--- config.mk ---
export PLATFORM = sky130hd
export DESIGN_NAME = vend_remote_tx
export DESIGN_NICKNAME = d
export VERILOG_FILES = /design/src/rtl/vend_remote_tx.sv
export SDC_FILE = /design/constraint.sdc
export NUM_CORES = 1
export LEC_CHECK = 0
export CAP_MARGIN = 20
export CORE_MARGIN = 1
export CORE_UTILIZATION = 30
export CTS_CLUSTER_SIZE = 25
export DETAILED_ROUTE_END_ITERATION = 8
export PLACE_DENSITY = 0.54
export SLEW_MARGIN = 20
export SYNTH_ARGS = -nofsm -noshare
export SYNTH_HDL_FRONTEND = slang
export SYNTH_SLANG_ARGS = --single-unit
--- constraint.sdc ---
create_clock -name clk -period 4.9 [get_ports clk]
set_clock_uncertainty 0.05 [all_clocks]
set_input_delay 0.49 -clock clk [delete_from_list [all_inputs] [get_ports clk]]
set_output_delay 0.49 -clock clk [all_outputs]
set_load 0.05 [all_outputs]
--- src/rtl/vend_remote_tx.sv ---
// vend_remote_tx: remote-panel command transmitter.
// Turns single-cycle button pulses (quarter, dime, confirm) into ASCII command
// bytes, buffers them in a small FIFO and sends them as 8N1 UART frames.
// Optional build macro VEND_TX_SELECT_EN: confirm enqueues 'C' followed by the
// ASCII digit of select_switch as an atomic pair.
module vend_remote_tx #(
  parameter int CLK_FREQ   = 100000000,
  parameter int BAUD       = 9600,
  parameter int FIFO_DEPTH = 4
) (
  input  logic                          clk,
  input  logic                          reset,
  input  logic                          quarter_pulse,
  input  logic                          dime_pulse,
  input  logic                          confirm_pulse,
  input  logic [2:0]                    select_switch,
  output logic                          UART_TX,
  output logic                          busy,
  output logic [$clog2(FIFO_DEPTH):0]   fifo_count,
  output logic [7:0]                    drop_cnt
);

  localparam int CLKS_PER_BIT = CLK_FREQ / BAUD;
  localparam int CNT_W        = $clog2(CLKS_PER_BIT);
  localparam int PTR_W        = $clog2(FIFO_DEPTH);
  localparam int CNT_FW       = PTR_W + 1;

  localparam logic [1:0] ST_IDLE  = 2'd0;
  localparam logic [1:0] ST_START = 2'd1;
  localparam logic [1:0] ST_DATA  = 2'd2;
  localparam logic [1:0] ST_STOP  = 2'd3;

  localparam logic [7:0] CMD_QUARTER = 8'h51;
  localparam logic [7:0] CMD_DIME    = 8'h44;
  localparam logic [7:0] CMD_CONFIRM = 8'h43;

  logic [1:0]       state;
  logic [CNT_W-1:0] baud_cnt;
  logic [2:0]       bit_idx;
  logic [7:0]       shreg;
  logic [7:0]       mem [FIFO_DEPTH];
  logic [PTR_W-1:0] wr_ptr;
  logic [PTR_W-1:0] rd_ptr;

  logic             bit_end;
  logic             pop;
  logic [CNT_FW:0]  free_slots;
  logic [1:0]       n_pulses;
  logic [1:0]       push_n;
  logic [7:0]       push_b0;
  logic [1:0]       drop_inc;
  logic [8:0]       drop_sum;

`ifdef VEND_TX_SELECT_EN
  logic [7:0]       push_b1;
`else
  logic             unused_select;
  assign unused_select = ^select_switch;
`endif

  assign bit_end    = (baud_cnt == CNT_W'(CLKS_PER_BIT - 1));
  // The transmitter takes the FIFO head when idle or at the very end of a stop bit.
  assign pop        = (fifo_count != '0) &&
                      ((state == ST_IDLE) || ((state == ST_STOP) && bit_end));
  // A same-cycle pop frees a slot, so a full FIFO can still accept.
  assign free_slots = (CNT_FW+1)'(FIFO_DEPTH) - {1'b0, fifo_count} + (CNT_FW+1)'(pop);
  assign n_pulses   = {1'b0, quarter_pulse} + {1'b0, dime_pulse} + {1'b0, confirm_pulse};
  assign busy       = (state != ST_IDLE) || (fifo_count != '0);
  assign drop_sum   = {1'b0, drop_cnt} + {7'd0, drop_inc};

  // Pick the winning command (confirm > quarter > dime) and count the losers.
  always_comb begin
    // NOTE: every output of this block gets a default first so no latch is inferred.
    push_n   = 2'd0;
    push_b0  = 8'h00;
    drop_inc = 2'd0;
`ifdef VEND_TX_SELECT_EN
    push_b1  = 8'h00;
`endif
    if (n_pulses != 2'd0) begin
      drop_inc = n_pulses - 2'd1;
`ifdef VEND_TX_SELECT_EN
      if (confirm_pulse) begin
        if (free_slots >= (CNT_FW+1)'(2)) begin
          push_n  = 2'd2;
          push_b0 = CMD_CONFIRM;
          push_b1 = {5'b00110, select_switch};
        end else begin
          drop_inc = drop_inc + 2'd1;
        end
      end else
`endif
      begin
        if (confirm_pulse)      push_b0 = CMD_CONFIRM;
        else if (quarter_pulse) push_b0 = CMD_QUARTER;
        else                    push_b0 = CMD_DIME;
        if (free_slots != '0) push_n   = 2'd1;
        else                  drop_inc = drop_inc + 2'd1;
      end
    end
  end

  // FIFO storage: data only, occupancy is tracked by the pointers and count.
  always_ff @(posedge clk) begin
    // NOTE: storage is deliberately left out of reset; the count marks what is valid.
    if (push_n != 2'd0) mem[wr_ptr] <= push_b0;
`ifdef VEND_TX_SELECT_EN
    if (push_n == 2'd2) mem[wr_ptr + PTR_W'(1)] <= push_b1;
`endif
  end

  // FIFO pointers, occupancy and the saturating drop counter.
  always_ff @(posedge clk) begin
    // NOTE: state registers use non-blocking assignments so every flop sees pre-edge values.
    if (reset) begin
      wr_ptr     <= '0;
      rd_ptr     <= '0;
      fifo_count <= '0;
      drop_cnt   <= 8'd0;
    end else begin
      wr_ptr     <= wr_ptr + PTR_W'(push_n);
      rd_ptr     <= rd_ptr + PTR_W'(pop);
      fifo_count <= fifo_count + CNT_FW'(push_n) - CNT_FW'(pop);
      drop_cnt   <= drop_sum[8] ? 8'hFF : drop_sum[7:0];
    end
  end

  // UART framing FSM: start bit, 8 data bits LSB first, stop bit.
  always_ff @(posedge clk) begin
    if (reset) begin
      state    <= ST_IDLE;
      baud_cnt <= '0;
      bit_idx  <= 3'd0;
      shreg    <= 8'h00;
      UART_TX  <= 1'b1;
    end else begin
      case (state)
        ST_IDLE: begin
          baud_cnt <= '0;
          UART_TX  <= 1'b1;
          if (pop) begin
            shreg   <= mem[rd_ptr];
            UART_TX <= 1'b0;
            state   <= ST_START;
          end
        end
        ST_START: begin
          if (bit_end) begin
            baud_cnt <= '0;
            bit_idx  <= 3'd0;
            UART_TX  <= shreg[0];
            shreg    <= shreg >> 1;
            state    <= ST_DATA;
          end else begin
            baud_cnt <= baud_cnt + CNT_W'(1);
          end
        end
        ST_DATA: begin
          if (bit_end) begin
            baud_cnt <= '0;
            if (bit_idx == 3'd7) begin
              UART_TX <= 1'b1;
              state   <= ST_STOP;
            end else begin
              bit_idx <= bit_idx + 3'd1;
              UART_TX <= shreg[0];
              shreg   <= shreg >> 1;
            end
          end else begin
            baud_cnt <= baud_cnt + CNT_W'(1);
          end
        end
        ST_STOP: begin
          if (bit_end) begin
            baud_cnt <= '0;
            if (pop) begin
              shreg   <= mem[rd_ptr];
              UART_TX <= 1'b0;
              state   <= ST_START;
            end else begin
              state   <= ST_IDLE;
            end
          end else begin
            baud_cnt <= baud_cnt + CNT_W'(1);
          end
        end
        default: begin
          state   <= ST_IDLE;
          UART_TX <= 1'b1;
        end
      endcase
    end
  end

endmodule

==> results.toml, run 1 <==
[layout]
multiInputGateArea_mm2 = 0.00148
stdcell_area_mm2 = 0.00356
fillers = 968
syn2layout_area_growth_pct = 17.3
final_nets = 334
mostFrequentLayoutCells = "dfxtp_1 (42), nor2_1 (32), ha_1 (21)"
regArea_mm2 = 0.00144
final_common_cell = "dfxtp_1"
drive_gt1_share_pct = 11.4
diodes = 0

[global_routing]
grt_pass1_wl_um = 9300
antenna_found_initial = 0
grt_use_total_pct = 11.4
grt_max_degree = 33
overflow = 0
grt_pass1_vias = 2044

[timing]
whs_ps = 412
fmaxAchievable_ghz = 0.234
setup_tns_ps = 0
worstMarginPinSlew_ps = 841
slew_viol_final = 0
setup_violations = 0
min_period_over_period_pct = 87.3
hold_viol = 0
slew_headroom_pct = 43.8
rsz0062_at_grt = "false"
finalCriticalPeriod_ps = 4280

[floorplanning]
start_util_pct = 31.1
rows = 36
dieArea_mm2 = 0.0105
core_region_area_mm2 = 0.00977
dieHeight_um = 103
boundaryPins = 21
die_x_um = 103

[place]
gp_congestion = 0.716
portBuffers = 17
hpwl_um = 3770
place_area_mm2 = 0.00334

[cts]
clock-root-buffer = "clkbuf_8"
clockBufferDepth = 2
hold_buffers = 0
cts.htree.levels = 3
worstSkewPairLatency_ps = 330
numCtsBuffers = 9
path_clk_slew_ps = 80
cts_num_sinks = 62
postCtsSetupRepairBufs = 0
cts_tree = "done"
cts_resized = 0

[detailed_routing]
final_antenna_net_count = 0
firstDrtPassIters = 4
num_vias = 2027
routedWlPerCell_um = 12.1
drt_iter0_markers = 64
viasPerCell = 4.61
drc = 0
wl_um = 5320

[run_status]
status = "complete, no violations"

[worst_setup_path]
cp_cell_sequence = "ha_1 -> and3_1 -> nand4_4 -> nor2_1 -> a21oi_2 -> ha_1 -> inv_1 -> ha_1 -> and4b_1 -> o21ai_0 -> o21ai_0 -> or2_2 -> fa_1 -> nand2b_1 -> nor2_1 -> nand3_1 -> a21oi_1"
worstPathArrival_ps = 4500
crit_type = "flop to flop"
slowest_delay_ps = 510
start_kind = "flop"
cp_slowest_cell = "o21ai_0"
path_max_fanout = 10
worstPathRequired_ps = 5120
cp_common_cell = "ha_1"
critPathCaptureType = "flop"

[synth]
yosysWarnings = 0
synth.distinct_cells = 49
yosysSeqAreaShare_pct = 47.4
syn_avg_cell_area_um2 = 10.8
synth_flop_cell = "dfxtp_1"
syn_nets = 314
syn_area_mm2 = 0.00304
synth-edff-count = 20
postSynthCellCount = 282
synth-seq-cells = 62
async_reset_ff_share_pct = 0

[power]
p_leak_nw = 1.33
vdd_ir_drop_max_mv = 0.278
power_switching_mw = 0.795
comb_power_share_pct = 41.3
p_clk_share_pct = 23.6
p_int_mw = 1.31
p_seq_share_pct = 35.1
p_per_area_mw_per_mm2 = 591
power.share.switching_pct = 37.7

[run]
drv_cap = 0

[hold_path]
min_path_type = "flop to flop"
## synthesized netlist by cell type, types with 2 or more instances
master    count  area, um^2
nand2b_1      4        25.0
nand3b_1      2        15.0
and3_1        5        31.3
nor3_1        6        30.0
nor2_1       32         120
xnor2_1      11        96.3
clkbuf_1      3        11.3
buf_1         2        7.51
fa_1          3        60.1
a21oi_1      16        80.1
mux4_2        5         113
inv_1        18        67.6
xor2_1        9        78.8
nand3_1       7        35.0
dfxtp_1      42         841
nor2b_1       9        56.3
and4_1        3        26.3
ha_1         21         263
o21ai_0       9        45.0
a211oi_1      5        37.5
mux2i_1       6        60.1
buf_2         3        15.0
nand2_1      15        56.3
nand4b_1      2        17.5
edfxtp_1     20         601
## worst paths after layout
path	slack [ps]	cells after the start	endpoint	startpoint
max reg2reg	620	17	drop_cnt[1]$_SDFF_PP0_	baud_cnt[0]$_SDFF_PP0_
min	410	1	baud_cnt[0]$_SDFF_PP0_	baud_cnt[0]$_SDFF_PP0_
min reg2reg	410	1	baud_cnt[0]$_SDFF_PP0_	baud_cnt[0]$_SDFF_PP0_
max	620	17	drop_cnt[1]$_SDFF_PP0_	baud_cnt[0]$_SDFF_PP0_
## power groups by stage
stage	registers [mW]	clock network, mW	logic, mW
global route	0.756	0.533	0.976
floorplan	0.808	0	0.634
CTS	0.742	0.512	0.881
finish	0.740	0.497	0.870
global placement	0.749	0	0.863
detailed placement	0.752	0	0.878
## cell type report
type | instances | area share, %
timing repair buffer | 18 | 4.98
clock inverter | 5 | 1.79
clock buffer | 11 | 4.56
sequential | 62 | 40.4
multi-input combinational | 192 | 41.6
tap | 133 | 4.67
inverter | 19 | 2.00
## registers in the layout (all words and copies together) (netlist names), 2 cells and up
name,count
baud_cnt,14
rd_ptr,2
shreg,7
fifo_count,3
bit_idx,3
wr_ptr,2
drop_cnt,8
mem,20
state,2
## routing by layer
metal | global-route usage [%] | part of all wire (%) | routed length [um] | up-vias
met5 | 0 | 0 | 0 | -
met1 | 13.4 | 47 | 2520 | 968
met3 | 3.86 | 3.4 | 181 | 6
li1 | - | - | - | 1027
met2 | 19.7 | 48 | 2570 | 26
met4 | 3.30 | 0.87 | 46 | 0
## cells by family (layout without fill, tap and decap cells)
kind of cell               after synthesis  in the layout  share of synthesized area [%]
AOI/OAI and AO/OA                       38             38                           8.23
and+or+nand+nor                         99             99                           18.4
adders and majority gates               24             24                           10.6
xor gates and xnor gates                20             20                           5.76
muxes                                   11             11                           5.68
buffers and inverters                   28             53                           3.83
DFF                                     62             62                           47.4
## through the flow
step / instances / power (mW) / setup WS, ps / utilization, %
after detailed placement: 424 / 1.63 / 584 / 34.2
after global placement: 424 / 1.61 / 672 / 34.2
after CTS: 440 / 2.13 / 568 / 36.5
after floorplan: 282 / 1.44 / 1070 / -
after global routing: 440 / 2.27 / 247 / 36.5
final: 440 / 2.11 / 624 / 36.5
## critical path: cells and delay by family (launching register included)
kind / cells / cell delay (ps)
and+or+nand+nor: 8 / 1630
AOI/OAI and AO/OA: 4 / 1130
adders and majority gates: 4 / 1040
DFF: 1 / 330
buffers and inverters: 1 / 50
Note: power is estimated with default switching activity, not from simulation.
==> inputs of run 2 (changes only) <==
--- a/config.mk
+++ b/config.mk
@@ -6,7 +6,7 @@
 export NUM_CORES = 1
 export LEC_CHECK = 0
 export CAP_MARGIN = 20
-export CORE_MARGIN = 1
+export CORE_MARGIN = 2
 export CORE_UTILIZATION = 30
 export CTS_CLUSTER_SIZE = 25
 export DETAILED_ROUTE_END_ITERATION = 8
==> run 2 against run 1 <==
  * Worst hold slack got worse by 3.5 ps
  * Design area is 0.60% lower
  * Sequential power about the same
  * Register-to-register slack is essentially flat
  * Die area is 3.9% higher
  * Fmax is 0.19% lower
==> results.toml, run 2 (synthesis gave the netlist of run 1 again) <==
[floorplanning]
start_util_pct = 31.0
core_region_area_mm2 = 0.00982
dieArea_mm2 = 0.0110
boundaryPins = 21
die_x_um = 105
rows = 36
dieHeight_um = 105

[worst_setup_path]
cp_slowest_cell = "o21ai_0"
crit_type = "flop to flop"
worstPathRequired_ps = 5110
start_kind = "flop"
cpLargestDelayFamily = "simple AND/OR/NAND/NOR gates"
path_max_fanout = 10
path_buf_inv = 1
cp_cell_sequence = "ha_1 -> and3_1 -> nand4_4 -> nor2_1 -> a21oi_2 -> ha_1 -> inv_1 -> ha_1 -> and4b_1 -> o21ai_0 -> o21ai_0 -> or2_2 -> fa_1 -> nand2b_1 -> nor2_1 -> nand3_1 -> a21oi_1"
slowest_delay_ps = 540
worstPathArrival_ps = 4490
critPathCaptureType = "flop"
cp_common_cell = "ha_1"

[cts]
postCtsSetupRepairBufs = 0
path_clk_slew_ps = 70
worstSkewPairLatency_ps = 330
cts.htree.levels = 3
numCtsBuffers = 9
cts_tree = "done"
clockBufferDepth = 2
clock-root-buffer = "clkbuf_8"
cts_num_sinks = 62
cts_resized = 0
hold_buffers = 0

[power]
comb_power_share_pct = 41.3
p_clk_share_pct = 23.1
p_leak_nw = 1.32
power.share.switching_pct = 36.9
p_total_mw = 2.08
vdd_ir_drop_max_mv = 0.254
power_switching_mw = 0.767
p_seq_share_pct = 35.6
p_int_mw = 1.31
p_per_area_mw_per_mm2 = 587

[layout]
final_common_cell = "dfxtp_1"
drive_gt1_share_pct = 10.4
max_flop_register = "mem"
mostFrequentLayoutCells = "dfxtp_1 (42), nor2_1 (32), ha_1 (21)"
largest_reg_flops = 20
final_nets = 334
diodes = 0
fillers = 1023
reg_top3 = "mem x20, baud_cnt x14, drop_cnt x8"
syn2layout_area_growth_pct = 16.6

[place]
gp_congestion = 0.713
hpwl_um = 3670
portBuffers = 17

[detailed_routing]
num_vias = 1981
firstDrtPassIters = 4
wl_um = 5150
drt_iter0_markers = 52
drc = 0
viasPerCell = 4.50
final_antenna_net_count = 0
routedWlPerCell_um = 11.7

[global_routing]
grt_pass1_vias = 2031
antenna_found_initial = 0
overflow = 0
grt_use_total_pct = 10.5
grt_pass1_wl_um = 9200
grt_max_degree = 33

[timing]
finalCriticalPeriod_ps = 4280
slew_headroom_pct = 43.1
fmaxAchievable_ghz = 0.233
hold_viol = 0
min_period_over_period_pct = 87.4
setup_violations = 0
setup_tns_ps = 0
rsz0062_at_grt = "false"
worstMarginPinSlew_ps = 851
slew_viol_final = 0

[hold_path]
min_path_type = "flop to flop"

[run]
drv_cap = 0

[run_status]
status = "complete, no violations"
==> run 2: cell count changes in the layout (fill, tap and decap cells not counted), sizes merged <==
cell      previous run  this run
inv                 20        19
bufinv               1         2
clkinvlp             1         0
clkinv               2         3
==> run 2: per-stage QoR <==
stage | area [um^2] | cells | util [%] | setup WS (ps) | hold slack [ps]
2_1_floorplan | 3040 | 282 | - | 1070 | 376
3_3_place_gp | 3340 | 424 | 34.0 | 651 | 396
3_5_place_dp | 3340 | 424 | 34.0 | 589 | 396
4_1_cts | 3540 | 440 | 36.1 | 553 | 413
5_1_grt | 3540 | 440 | 36.1 | 273 | 449
6_report | 3540 | 440 | 36.1 | 616 | 409
==> run 2: power groups by stage <==
stage	Sequential [mW]	Clock, mW	Combinational, mW
after global placement	0.750	0	0.864
after CTS	0.742	0.494	0.878
after global routing	0.759	0.517	0.973
final	0.740	0.480	0.859
after floorplan	0.808	0	0.634
after detailed placement	0.753	0	0.876
==> run 2: cell type report <==
type | instances | area [um^2] | share of cell area [%]
Clock inverter | 5 | 73.8 | 2.08
Clock buffer | 11 | 131 | 3.71
Sequential cell | 62 | 1440 | 40.7
Inverter | 19 | 71.3 | 2.01
Timing Repair Buffer | 18 | 178 | 5.01
Multi-Input combinational cell | 192 | 1480 | 41.8
Tap cell | 133 | 166 | 4.70
==> run 2: worst register-to-register path, stage by stage, from the launching register on <==
cell,delay (ps)
dfxtp_1,330
ha_1,220
and3_1,270
nand4_4,150
nor2_1,80
a21oi_2,170
ha_1,200
inv_1,50
ha_1,180
and4b_1,200
o21ai_0,540
o21ai_0,210
or2_2,330
fa_1,440
nand2b_1,200
nor2_1,160
nand3_1,240
a21oi_1,210
==> run 2: final timing paths <==
kind	slack, ps	end	startpoint	cells past startpoint
setup / recovery	620	drop_cnt[0]$_SDFF_PP0_	baud_cnt[0]$_SDFF_PP0_	17
hold / removal	410	baud_cnt[0]$_SDFF_PP0_	baud_cnt[0]$_SDFF_PP0_	1
setup reg to reg	620	drop_cnt[0]$_SDFF_PP0_	baud_cnt[0]$_SDFF_PP0_	17
hold reg to reg	410	baud_cnt[0]$_SDFF_PP0_	baud_cnt[0]$_SDFF_PP0_	1
==> run 2: routing by layer <==
layer / up-vias / GRT usage [%] / part of all wire (%)
met3: 5 / 5.05 / 4.0
met5: - / 0 / 0
met4: 0 / 2.29 / 0.85
met1: 922 / 12.1 / 48
met2: 25 / 17.6 / 47
li1: 1029 / - / -
==> inputs of run 3 (changes only) <==
--- a/config.mk
+++ b/config.mk
@@ -8,7 +8,7 @@
 export CAP_MARGIN = 20
 export CORE_MARGIN = 2
 export CORE_UTILIZATION = 30
-export CTS_CLUSTER_SIZE = 25
+export CTS_CLUSTER_SIZE = 16
 export DETAILED_ROUTE_END_ITERATION = 8
 export PLACE_DENSITY = 0.54
 export SLEW_MARGIN = 20
==> constraint.sdc (replaced) <==
create_clock -name clk -period 4.9 [get_ports clk]
set_clock_uncertainty 0.05 [all_clocks]
set_input_delay 0.49 -clock clk [delete_from_list [all_inputs] [get_ports clk]]
set_output_delay 0.49 -clock clk [all_outputs]
set_load 0.01 [all_outputs]
==> results of run 3 <==
The final DEF is identical to that of run 2. Status: complete, no violations.
Among the figures that moved: total power 2.08 mW -> 1.98 mW; worst IR drop on VDD 0.254 mV -> 0.218 mV
